File: src/rtl/multicycle_ctrl.sv
// Main control FSM of the multi-cycle MIPS-subset CPU: sequences PC, IR, memory,
// ALU and register file through fetch/decode/execute/memory/write-back states.
module multicycle_ctrl (
    input  logic       clk,
    input  logic       rst,
    input  logic [5:0] op,
    input  logic [5:0] funct,
    input  logic       zero,
    output logic       pc_we,
    output logic       ir_we,
    output logic       i_or_d,
    output logic       mem_we,
    output logic       rf_we,
    output logic       reg_dst,
    output logic       mem_to_reg,
    output logic       alu_src_a,
    output logic [1:0] alu_src_b,
    output logic [3:0] alu_ctrl,
    output logic [1:0] pc_src,
    output logic       illegal,
    output logic       instr_done,
    output logic [3:0] state
);

    typedef enum logic [3:0] {
        S_IF  = 4'd0,
        S_ID  = 4'd1,
        S_MA  = 4'd2,
        S_MR  = 4'd3,
        S_MW  = 4'd4,
        S_WM  = 4'd5,
        S_EXR = 4'd6,
        S_WR  = 4'd7,
        S_EXI = 4'd8,
        S_WI  = 4'd9,
        S_BR  = 4'd10,
        S_JMP = 4'd11
    } state_e;

    localparam logic [5:0] OP_RTYPE = 6'b000000;
    localparam logic [5:0] OP_LW    = 6'b100011;
    localparam logic [5:0] OP_SW    = 6'b101011;
    localparam logic [5:0] OP_BEQ   = 6'b000100;
    localparam logic [5:0] OP_ADDI  = 6'b001000;
    localparam logic [5:0] OP_J     = 6'b000010;

    localparam logic [5:0] FN_ADD = 6'b100000;
    localparam logic [5:0] FN_SUB = 6'b100010;
    localparam logic [5:0] FN_AND = 6'b100100;
    localparam logic [5:0] FN_OR  = 6'b100101;
    localparam logic [5:0] FN_SLT = 6'b101010;

    localparam logic [3:0] ALU_AND = 4'b0000;
    localparam logic [3:0] ALU_OR  = 4'b0001;
    localparam logic [3:0] ALU_ADD = 4'b0010;
    localparam logic [3:0] ALU_SUB = 4'b0110;
    localparam logic [3:0] ALU_SLT = 4'b0111;

    state_e     state_q;
    state_e     state_d;
    logic       funct_ok;
    logic [3:0] funct_alu;

    always_comb begin
        funct_ok  = 1'b1;
        funct_alu = ALU_AND;
        case (funct)
            FN_ADD:  funct_alu = ALU_ADD;
            FN_SUB:  funct_alu = ALU_SUB;
            FN_AND:  funct_alu = ALU_AND;
            FN_OR:   funct_alu = ALU_OR;
            FN_SLT:  funct_alu = ALU_SLT;
            default: funct_ok  = 1'b0;
        endcase
    end

    // NOTE: state flops use non-blocking assignment so every flop samples the
    // pre-edge values of its inputs, independent of block ordering.
    always_ff @(posedge clk) begin
        if (rst) begin
            state_q <= S_IF;
        end else begin
            state_q <= state_d;
        end
    end

    // NOTE: every comb output gets a default before the case so no path leaves
    // it unassigned and no latch is inferred.
    always_comb begin
        state_d = S_IF;
        case (state_q)
            S_IF:  state_d = S_ID;
            S_ID: begin
                if (op == OP_RTYPE && funct_ok)       state_d = S_EXR;
                else if (op == OP_LW || op == OP_SW)  state_d = S_MA;
                else if (op == OP_ADDI)               state_d = S_EXI;
                else if (op == OP_BEQ)                state_d = S_BR;
                else if (op == OP_J)                  state_d = S_JMP;
                else                                  state_d = S_IF;
            end
            S_MA:  state_d = (op == OP_LW) ? S_MR : S_MW;
            S_MR:  state_d = S_WM;
            S_EXR: state_d = S_WR;
            S_EXI: state_d = S_WI;
            default: state_d = S_IF;
        endcase
    end

    always_comb begin
        pc_we      = 1'b0;
        ir_we      = 1'b0;
        i_or_d     = 1'b0;
        mem_we     = 1'b0;
        rf_we      = 1'b0;
        reg_dst    = 1'b0;
        mem_to_reg = 1'b0;
        alu_src_a  = 1'b0;
        alu_src_b  = 2'b00;
        alu_ctrl   = 4'b0000;
        pc_src     = 2'b00;
        illegal    = 1'b0;
        instr_done = 1'b0;
        // Reset shows the IF datapath selects but suppresses every strobe.
        if (rst) begin
            alu_src_b = 2'b01;
            alu_ctrl  = ALU_ADD;
        end else begin
            case (state_q)
                S_IF: begin
                    ir_we     = 1'b1;
                    pc_we     = 1'b1;
                    alu_src_b = 2'b01;
                    alu_ctrl  = ALU_ADD;
                end
                S_ID: begin
                    alu_src_b = 2'b11;
                    alu_ctrl  = ALU_ADD;
                    if (state_d == S_IF) begin
                        illegal    = 1'b1;
                        instr_done = 1'b1;
                    end
                end
                S_MA, S_EXI: begin
                    alu_src_a = 1'b1;
                    alu_src_b = 2'b10;
                    alu_ctrl  = ALU_ADD;
                end
                S_MR: i_or_d = 1'b1;
                S_MW: begin
                    i_or_d     = 1'b1;
                    mem_we     = 1'b1;
                    instr_done = 1'b1;
                end
                S_WM: begin
                    rf_we      = 1'b1;
                    mem_to_reg = 1'b1;
                    instr_done = 1'b1;
                end
                S_EXR: begin
                    alu_src_a = 1'b1;
                    alu_ctrl  = funct_alu;
                end
                S_WR: begin
                    rf_we      = 1'b1;
                    reg_dst    = 1'b1;
                    instr_done = 1'b1;
                end
                S_WI: begin
                    rf_we      = 1'b1;
                    instr_done = 1'b1;
                end
                S_BR: begin
                    alu_src_a  = 1'b1;
                    alu_ctrl   = ALU_SUB;
                    pc_src     = 2'b01;
                    pc_we      = zero;
                    instr_done = 1'b1;
                end
                S_JMP: begin
                    pc_src     = 2'b10;
                    pc_we      = 1'b1;
                    instr_done = 1'b1;
                end
                default: ;
            endcase
        end
    end

    assign state = state_q;

endmodule

File: config.mk
export PLATFORM = sky130hd
export DESIGN_NAME = multicycle_ctrl
export DESIGN_NICKNAME = d
export VERILOG_FILES = /design/src/rtl/multicycle_ctrl.sv
export SDC_FILE = /design/constraint.sdc
export NUM_CORES = 1
export LEC_CHECK = 0
export BUFFER_PORTS_ARGS = -buffer_cell sky130_fd_sc_hd__buf_4
export CAP_MARGIN = 20
export CORE_MARGIN = 5
export CORE_UTILIZATION = 46
export CTS_CLUSTER_DIAMETER = 60
export DETAILED_ROUTE_END_ITERATION = 6
export HOLD_SLACK_MARGIN = 0.06
export MAX_ROUTING_LAYER = met4
export PLACE_DENSITY_LB_ADDON = 0.05
export RECOVER_POWER = 25
export SLEW_MARGIN = 5
export SYNTH_ARGS = -nofsm -noshare
export SYNTH_HDL_FRONTEND = slang
export SYNTH_SLANG_ARGS = --single-unit
File: constraint.sdc
create_clock -name clk -period 3.9 [get_ports clk]
set_input_delay 0.195 -clock clk [delete_from_list [all_inputs] [get_ports clk]]
set_output_delay 0.195 -clock clk [all_outputs]
set_load 0.01 [all_outputs]
==> impl_metrics.csv <==
group,metric,value,unit
drt,viasPerCell,5.57,
critical_path,end_kind,"output pin",
sta,setup_viol,0,
critical_path,cp.arrival,2060,ps
global_route,grtUsageTotal,17.8,%
clock_tree,post_cts_buffers,0,
critical_path,crit_type,"register to output pin",
sta,tightest_slew,765,ps
power,p_leak,0.376,nW
logic_synthesis,synth_area,663,µm²
logic_synthesis,seq_area_frac_synth,12.1,%
global_route,grt_overflow,0,
finish,layout-drive-gt1-share,32.3,%
place,globalplace.congestion,0.832,
power,power_density,171,mW/mm²
power,totalPowerFinal,0.000155,W
clock_tree,clk_pin_slew,40,ps
clock_tree,cts_buffers,3,
sta,timing.fmax,444,MHz
sta,maxSlewViolCount,0,
finish,diodes,0,
die,die_area,0.00230,mm²
sta,finalHoldViolations,0,
critical_path,cp_data_required_time,3700,ps
clock_tree,cts_resized,0,
clock_tree,clk_path_buf_depth,2,
clock_tree,tritoncts,"yes",
drt,wl,1870,µm
place,place_hpwl,1440,µm
sta,rsz0062_at_grt,"no",
drt,final_antenna_net_count,0,
global_route,grt_pass1_vias,701,
die,die_y,48.0,µm
power,peakVddDrop,167,µV
global_route,grt_pass1_wl,2880,µm
sta,fin_tns_setup,0,ps
logic_synthesis,yosysUniqueCellTypes,44,
die,ios,37,
critical_path,cp_max_fo,18,
sta,skew,5.63,ps
clock_tree,cts_max_level,1,
place,placed_area,903,µm²
sta,fin_crit_sh,57.7,%
drt,route.detailed.drc,0,
sta,maxSlewHeadroom,48.9,%
critical_path,r2r_start,"state[0]$_SDFF_PP0_",
clock_tree,insertion_delay,240,ps
logic_synthesis,ys_ff_latch,4,
drt,routedWlPerCell,12.9,µm
worst_hold_path,hold_start,"rst",
global_route,antenna_found_initial,0,
place,dp.cells,142,
logic_synthesis,ys_warn_count,0,
logic_synthesis,synth_flop_cell,"dfxtp_1",
logic_synthesis,netlist_instances,101,
global_route,grt_max_degree,25,
sta,min_period,2250,ps
logic_synthesis,syn_nets,116,
clock_tree,ctsHoldBuffers,0,
die,initial_utilization,49.7,%
drt,first_iter_violations,18,
finish,final_cell_area,907,µm²
die,rows,13,
place,port_buffers,35,
outcome,status,"finished, final reports clean",
finish,layout.nets,147,
worst_hold_path,hold_path_class,"input pin to register",
clock_tree,clock_sinks,4,
finish,area_delta_synth_final,36.8,%
critical_path,critPathLaunch,"state[0]$_SDFF_PP0_",
drt,num_vias,808,
logic_synthesis,avgSynthCellArea,6.57,µm²
drt,firstDrtPassIters,4,
finish,largest_reg_flops,4,
die,die_w,48.0,µm
run,drv_cap,0,
logic_synthesis,synth_enable_flop_cells,0,
critical_path,crit_path_start_kind,"register",
die,core,0.00133,mm²
clock_tree,cts_root_buf,"clkbuf_4",
finish,instances_no_fill,145,
logic_synthesis,async_flop_share,0,%
==> layout by cell type (no fill, tap or decap), drive strengths merged <==
cell type / n
nand2: 9
o22ai: 1
xnor2: 4
a211o: 1
nor2b: 1
o31ai: 1
and2: 1
nand3: 2
and4bb: 1
nor2: 20
or2: 1
and3: 1
nor3b: 2
o31a: 1
and4: 1
nor3: 7
conb: 1
dfxtp: 4
or3: 1
and2b: 1
buf: 32
nand3b: 2
o311ai: 1
o21bai: 1
nor4: 2
o21a: 1
a31oi: 1
o21ai: 3
xor2: 1
o2111ai: 1
a41o: 1
mux2i: 1
nand2b: 1
o32ai: 1
clkbuf: 6
inv: 2
o211ai: 1
or4: 1
a21oi: 10
==> where the power goes <==
part           switching (W)  leakage, nW   total, W  internal, W
Clock              0.0000169       0.0138  0.0000514    0.0000344
Combinational      0.0000266        0.330  0.0000556    0.0000290
Sequential        0.00000583       0.0326  0.0000482    0.0000424
Total              0.0000494        0.376   0.000155     0.000106
==> final timing paths <==
kind / cells past startpoint / slack, ps / to
max: 5 / 1650 / instr_done
min reg2reg: 2 / 700 / state[0]$_SDFF_PP0_
min: 2 / 230 / state[1]$_SDFF_PP0_
max reg2reg: 4 / 2210 / state[3]$_SDFF_PP0_
==> synthesized netlist by cell type, drive strengths merged (2+ instances only) <==
cell    instances  share of area (%)
buf             4                3.4
nor3            7                5.3
dfxtp           4                 12
clkbuf          5                2.8
nand2           9                5.1
a21oi          10                7.5
o21ai           3                2.8
nor4            2                4.2
xnor2           4                5.3
nor3b           2                4.0
nor2           20                 11
nand3b          2                2.3
inv             2                1.1
nand3           2                1.5
==> cell type report <==
type | count | area (µm²)
Multi-Input combinational cell | 86 | 527
Fill cell | 127 | 427
Timing Repair Buffer | 35 | 251
Sequential cell | 4 | 80.1
Clock buffer | 3 | 22.5
Tap cell | 15 | 18.8
Inverter | 2 | 7.51
==> worst max-delay path: stages, from the launching register on <==
cell and delay [ps]:
dfxtp_1 670, and2b_1 280, nor3b_4 250, o2111ai_1 210, a41o_1 280, buf_4 140
==> stage by stage <==
step | hold slack (ps) | worst slack [ps] | util, %
after floorplan | 425 | 2340 | -
after global placement | 474 | 2030 | 67.7
after detailed placement | 475 | 1910 | 67.7
after CTS | 231 | 1670 | 69.4
after global routing | 242 | 1540 | 68.0
final | 227 | 1650 | 68.0
==> kinds of logic (layout without fill, tap and decap cells) <==
family | count (synthesis) | count (layout) | synth area share, %
compound gates | 25 | 25 | 26.0
xor+xnor | 5 | 5 | 6.60
buf+inv | 11 | 40 | 7.36
flops | 4 | 4 | 12.1
mux | 1 | 1 | 1.51
other cells | 1 | 1 | 0.565
simple gates | 54 | 54 | 45.9
==> routing by layer <==
metal  up-vias  global-route usage, %  part of all wire [%]
met5         -                      -                     0
li1        420                      -                     -
met2        29                   27.7                    44
met3         4                   1.50                   9.7
met1       355                   23.1                    45
met4         0                   8.06                   1.4
(Power assumes the default switching activity.)
